$ cat src/rtl/fetch_pkg.sv
// Shared types and constants for the fetch sequencer.
// Holds the FSM state encoding, default widths and the default branch-target table.
// Target table entry k holds absolute address 16*k.
package fetch_pkg;

    typedef enum logic [1:0] {
        IDLE = 2'd0,
        RUN  = 2'd1,
        DONE = 2'd2
    } fetch_state_t;

    localparam int PC_W_DEF   = 12;
    localparam int LUT_AW_DEF = 5;
    localparam int LUT_DEPTH  = 1 << LUT_AW_DEF;

    // Absolute jump/branch targets; entry k = 16*k.
    localparam logic [PC_W_DEF-1:0] DEFAULT_TGT [LUT_DEPTH] = '{
        12'd0,   12'd16,  12'd32,  12'd48,  12'd64,  12'd80,  12'd96,  12'd112,
        12'd128, 12'd144, 12'd160, 12'd176, 12'd192, 12'd208, 12'd224, 12'd240,
        12'd256, 12'd272, 12'd288, 12'd304, 12'd320, 12'd336, 12'd352, 12'd368,
        12'd384, 12'd400, 12'd416, 12'd432, 12'd448, 12'd464, 12'd480, 12'd496
    };

endpackage

$ cat src/rtl/fetch_pc_branch_lut.sv
// Branch-target lookup: maps a register-supplied index to an absolute fetch address.
// Latency: combinational, zero cycles.
// Backpressure: none; pure ROM read.
module branch_lut
    import fetch_pkg::*;
#(
    parameter int PC_W   = PC_W_DEF,
    parameter int LUT_AW = LUT_AW_DEF
) (
    input  logic [LUT_AW-1:0] idx,
    output logic [PC_W-1:0]   tgt
);

    // Read the constant target table.
    always_comb begin
        tgt = PC_W'(DEFAULT_TGT[idx]);
    end

endmodule

$ cat src/rtl/fetch_pc.sv
// Program-counter / fetch sequencer: IDLE/RUN/DONE FSM driving instr_ROM_ctr.
// Latency: a branch/jump decided in cycle N addresses its target in cycle N+1 (no delay slot).
// Backpressure: none; halt freezes the PC in DONE. Optional FETCH_PERF_CNT_EN adds run/taken counters.
module fetch_pc
    import fetch_pkg::*;
#(
    parameter int PC_W     = PC_W_DEF,
    parameter int LUT_AW   = LUT_AW_DEF,
    parameter int PROG_LEN = 1024
) (
    input  logic              clk,
    input  logic              reset,
    input  logic              start,
    input  logic              halt,
    input  logic              jumpEn,
    input  logic              condTaken,
    input  logic [LUT_AW-1:0] tgt_idx,
    output logic [PC_W-1:0]   instr_ROM_ctr,
    output logic              running,
    output logic              done
`ifdef FETCH_PERF_CNT_EN
    ,
    output logic [15:0]       cycle_cnt,
    output logic [15:0]       taken_cnt
`endif
);

    localparam logic [PC_W-1:0] LAST_PC = PC_W'(PROG_LEN - 1);

    fetch_state_t      state_q, state_d;
    logic [PC_W-1:0]   pc_q, pc_d;
    logic              running_q, running_d;
    logic              done_q, done_d;
    logic [PC_W-1:0]   lut_tgt;
    logic              taken;

    branch_lut #(
        .PC_W   (PC_W),
        .LUT_AW (LUT_AW)
    ) u_branch_lut (
        .idx (tgt_idx),
        .tgt (lut_tgt)
    );

    // Next-state and next-PC selection; halt beats branch beats end-of-program beats increment.
    always_comb begin
        state_d = state_q;
        pc_d    = pc_q;
        taken   = 1'b0;
        case (state_q)
            IDLE: begin
                pc_d = '0;
                if (start) begin
                    state_d = RUN;
                end
            end
            RUN: begin
                if (halt) begin
                    state_d = DONE;
                end else if (jumpEn || condTaken) begin
                    pc_d  = lut_tgt;
                    taken = 1'b1;
                end else if (pc_q == LAST_PC) begin
                    state_d = DONE;
                end else begin
                    pc_d = pc_q + PC_W'(1);
                end
            end
            DONE: begin
                if (start) begin
                    state_d = RUN;
                    pc_d    = '0;
                end
            end
            default: begin
                state_d = IDLE;
                pc_d    = '0;
            end
        endcase
        running_d = (state_d == RUN);
        done_d    = (state_d == DONE);
    end

    // State, PC and registered status decodes.
    always_ff @(posedge clk) begin
        if (reset) begin
            state_q   <= IDLE;
            pc_q      <= '0;
            running_q <= 1'b0;
            done_q    <= 1'b0;
        end else begin
            state_q   <= state_d;
            pc_q      <= pc_d;
            running_q <= running_d;
            done_q    <= done_d;
        end
    end

    assign instr_ROM_ctr = pc_q;
    assign running       = running_q;
    assign done          = done_q;

`ifdef FETCH_PERF_CNT_EN
    logic [15:0] cycle_cnt_q, cycle_cnt_d;
    logic [15:0] taken_cnt_q, taken_cnt_d;

    // Saturating counters; restart clears them, DONE/IDLE hold them.
    always_comb begin
        cycle_cnt_d = cycle_cnt_q;
        taken_cnt_d = taken_cnt_q;
        if (state_q != RUN && state_d == RUN) begin
            cycle_cnt_d = '0;
            taken_cnt_d = '0;
        end else if (state_q == RUN) begin
            if (cycle_cnt_q != 16'hFFFF) begin
                cycle_cnt_d = cycle_cnt_q + 16'd1;
            end
            if (taken && taken_cnt_q != 16'hFFFF) begin
                taken_cnt_d = taken_cnt_q + 16'd1;
            end
        end
    end

    // Counter registers.
    always_ff @(posedge clk) begin
        if (reset) begin
            cycle_cnt_q <= '0;
            taken_cnt_q <= '0;
        end else begin
            cycle_cnt_q <= cycle_cnt_d;
            taken_cnt_q <= taken_cnt_d;
        end
    end

    assign cycle_cnt = cycle_cnt_q;
    assign taken_cnt = taken_cnt_q;
`endif

endmodule

$ cat config.mk
export PLATFORM = sky130hd
export DESIGN_NAME = fetch_pc
export DESIGN_NICKNAME = d
export VERILOG_FILES = /design/src/rtl/fetch_pkg.sv /design/src/rtl/fetch_pc_branch_lut.sv /design/src/rtl/fetch_pc.sv
export SDC_FILE = /design/constraint.sdc
export NUM_CORES = 1
export LEC_CHECK = 0
export BUFFER_PORTS_ARGS = -buffer_cell sky130_fd_sc_hd__buf_2
export CAP_MARGIN = 20
export CELL_PAD_IN_SITES_DETAIL_PLACEMENT = 1
export CELL_PAD_IN_SITES_GLOBAL_PLACEMENT = 1
export CORE_MARGIN = 2
export CORE_UTILIZATION = 35
export DETAILED_ROUTE_END_ITERATION = 10
export GPL_TIMING_DRIVEN = 1
export HOLD_SLACK_MARGIN = 0.1
export PLACE_DENSITY = 0.7
export SLEW_MARGIN = 5
export SYNTH_ARGS = -nofsm -noshare
export SYNTH_HDL_FRONTEND = slang
export SYNTH_HIERARCHICAL = 1
export SYNTH_SLANG_ARGS = --single-unit
$ cat constraint.sdc
create_clock -name clk -period 1.35 [get_ports clk]
set_input_delay 0.0675 -clock clk [delete_from_list [all_inputs] [get_ports clk]]
set_output_delay 0.0675 -clock clk [all_outputs]
set_load 0.1 [all_outputs]
==> impl_metrics.env <==
export IMPL_outcome="complete, but fails checks"
export IMPL_violations="setup timing"
export IMPL_synth_cell_area_sq_mm=0.001102
export IMPL_worst_slew_pin_slew_ps=518.8
export IMPL_irDropWorstVdd_uv=363.8
export IMPL_total_power_mw=1.057
export IMPL_pwr_density_cell_mw_per_mm2=635.7
export IMPL_required_ps=1540
export IMPL_grt_pass1_wl_mm=5.996
export IMPL_worstSetupPathType="flop to flop"
export IMPL_vias_per_cell=5.394
export IMPL_grt_antenna_before_repair=0
export IMPL_synth_yosys_seq_area_share=0.2906
export IMPL_routed_wl_mm=3.814
export IMPL_ys_types=40
export IMPL_crit_fanout=6
export IMPL_fillers=363
export IMPL_vias=1192
export IMPL_rows=20
export IMPL_drt_iter0_markers=44
export IMPL_swShare=0.3551
export IMPL_yosysMostFrequentCell="dfxtp_1"
export IMPL_clock_sinks=16
export IMPL_synth_common_cells="16 x dfxtp_1, 13 x buf_4, 9 x inv_1, 9 x nand4_1, 8 x a21oi_1"
export IMPL_netlist_instances=129
export IMPL_nets=190
export IMPL_tns_ps=-1436
export IMPL_p_int_mw=0.6817
export IMPL_gp_congestion=0.8558
export IMPL_synth_ff_type="dfxtp_1"
export IMPL_grt_ovfl_total=0
export IMPL_h_tree_depth=1
export IMPL_p_clk_frac=0.285
export IMPL_max_stage_delay_ps=370
export IMPL_core_area_sq_mm=0.003028
export IMPL_regArea_sq_um=360.3
export IMPL_power_leakage_nw=0.6485
export IMPL_port_buffers=24
export IMPL_syn_avg_cell_area_sq_um=8.545
export IMPL_clock_latency_ps=310
export IMPL_cts_tree="built"
export IMPL_io_pins=25
export IMPL_final_util=0.5492
export IMPL_setup_ws_ps=-134.7
export IMPL_drc=0
export IMPL_numCtsBuffers=3
export IMPL_dr_pass1_iters=4
export IMPL_die_area_sq_mm=0.003614
export IMPL_path_clk_slew_ps=110
export IMPL_critPathCaptureType="flop"
export IMPL_finalMaxSlewViolations=0
export IMPL_clock_path_buffers=2
export IMPL_ys_warnings_count=6
export IMPL_hold_class="input pin to flop"
export IMPL_grt_usage=0.2231
export IMPL_arrival_ps=1680
export IMPL_synth_area_leaders="dfxtp_1 29%, o221ai_2 9.5%, buf_4 8.9%"
export IMPL_finalCriticalPeriod_ps=1485
export IMPL_p_seq_frac=0.459
export IMPL_ant_nets=0
export IMPL_grt_max_degree=24
export IMPL_synthArstFlopShare=0
export IMPL_max_freq_mhz=673.5
export IMPL_placed_cells=208
export IMPL_fin_skew_ps=2.606
export IMPL_hpwlAfterDp_mm=2.583
export IMPL_power_frac_comb=0.256
export IMPL_crit_chain="ha_4 -> and3_4 -> nand4_1 -> buf_4 -> nand2_4 -> buf_12 -> o221ai_4"
export IMPL_slew_headroom=0.6541
export IMPL_grt_pass1_vias=1226
export IMPL_holdWs_ps=153.3
export IMPL_ys_ff_latch=16
export IMPL_die_h_um=60.12
export IMPL_fin_cells=221
export IMPL_cap_viol_max_count=0
export IMPL_syn2layout_area_growth_pct=50.85
export IMPL_multi_input_area_sq_um=760.7
export IMPL_wl_per_cell_um=17.26
export IMPL_initial_core_util=0.3640
export IMPL_synth_edf_count=0
export IMPL_fin_crit_sh=1.100
export IMPL_hold_violations=0
export IMPL_cp_start_kind="flop"
export IMPL_p_switching_mw=0.3754
export IMPL_critPathSlowestCell="dfxtp_4"
export IMPL_synth_top_area_cell="dfxtp_1"
export IMPL_antenna_cells=0
export IMPL_drive_gt1_frac=0.5537
export IMPL_cts_root_buffer_cell="clkbuf_4"
export IMPL_die_x_um=60.12
export IMPL_synth_top_area_frac=0.2906
export IMPL_rsz0062_at_grt="true"
export IMPL_setup_violations=14
[cell families (layout without fill, tap and decap cells)]
kind of cell / Yosys count / after routing / share of synthesized area
and+or+nand+nor: 50 / 51 / 0.2815
AOI/OAI and AO/OA: 32 / 32 / 0.2509
buffers and inverters: 28 / 69 / 0.1532
DFF: 16 / 16 / 0.2906
adders and majority gates: 1 / 1 / 0.01135
other: 1 / 7 / 0.003402
muxes: 1 / 1 / 0.009081
[critical path: cells and delay by family (launching register included)]
family	cells	cell delay, ps
buf+inv	2	320
simple gates	3	420
flops	1	370
compound gates	1	100
fa+ha+maj	1	140
[layout make-up]
cell class,count,area share
sequential,16,0.2167
tap,44,0.03311
multi-input combinational,92,0.4575
timing repair buffer,55,0.2513
inverter,10,0.02558
clock buffer,4,0.01580
[flip-flops by register name, summed over array words and instances (netlist names)]
| name | count |
|---|---|
| done | 1 |
| instr_ROM_ctr | 12 |
| state_q | 2 |
| running | 1 |
[through the flow]
step	area [sq um]	setup slack, ps
finish	1663	-134.7
global route	1663	-185.7
CTS	1575	-152.4
detailed placement	1426	-155.1
global placement	1426	-107.3
floorplan	1190	-256.2
[timing repair]
item,CTS,global route
hold endpoints to repair,5,0
cloned,1,1
setup buffers,2,0
endpoints found under the setup margin,16,17
pin swaps,10,7
resized for setup,17,12
hold buffers,5,0
[power by group through the flow]
| stage | clock (mW) | combinational [mW] | sequential [mW] |
|---|---|---|---|
| finish | 0.301 | 0.271 | 0.485 |
| CTS | 0.294 | 0.255 | 0.485 |
| detailed placement | 0 | 0.232 | 0.495 |
| global route | 0.318 | 0.288 | 0.488 |
| floorplan | 0 | 0.104 | 0.577 |
| global placement | 0 | 0.225 | 0.493 |
[worst paths after layout]
| check | from | cells after the start | slack, ps | to |
|---|---|---|---|---|
| worst max-delay path | instr_ROM_ctr[1] | 7 | -130 | instr_ROM_ctr[4] |
| worst min-delay path | tgt_idx[0] | 3 | 150 | instr_ROM_ctr[4] |
| worst max register to register | instr_ROM_ctr[1] | 7 | -130 | instr_ROM_ctr[4] |
| worst min register to register | state_q[0] | 2 | 620 | state_q[0] |
[metal layers]
metal  share of wire  vias to the layer above  GRT usage
met5               0                        -          0
met4           0.032                        0    0.08889
met3           0.034                       13    0.03247
met2            0.52                       29     0.3727
met1            0.41                      578     0.2853
li1                -                      572          -
[placed cells by master, fill, tap and decap left out, types with 2 or more instances in the layout]
| master | netlist | routed |
|---|---|---|
| a21oi_1 | 8 | 7 |
| a21oi_2 | 1 | 2 |
| a32oi_1 | 2 | 2 |
| buf_12 | 0 | 2 |
| buf_2 | 2 | 23 |
| buf_4 | 13 | 21 |
| buf_6 | 1 | 2 |
| clkbuf_4 | 0 | 4 |
| conb_1 | 1 | 7 |
| dfxtp_1 | 16 | 2 |
| dfxtp_2 | 0 | 5 |
| dfxtp_4 | 0 | 9 |
| dlygate4sd3_1 | 0 | 5 |
| inv_1 | 9 | 8 |
| nand2_1 | 5 | 4 |
| nand3_1 | 7 | 6 |
| nand4_1 | 9 | 9 |
| nor2_1 | 3 | 2 |
| nor2_4 | 1 | 2 |
| nor3_1 | 6 | 2 |
| nor3_2 | 0 | 4 |
| nor3b_1 | 2 | 2 |
| nor4_1 | 3 | 2 |
| o211ai_1 | 4 | 4 |
| o21ai_2 | 0 | 2 |
| o221ai_2 | 7 | 5 |
| o221ai_4 | 0 | 2 |
| o2bb2ai_1 | 2 | 2 |
| o31a_1 | 2 | 2 |
Power figures use the tool's default switching activity.
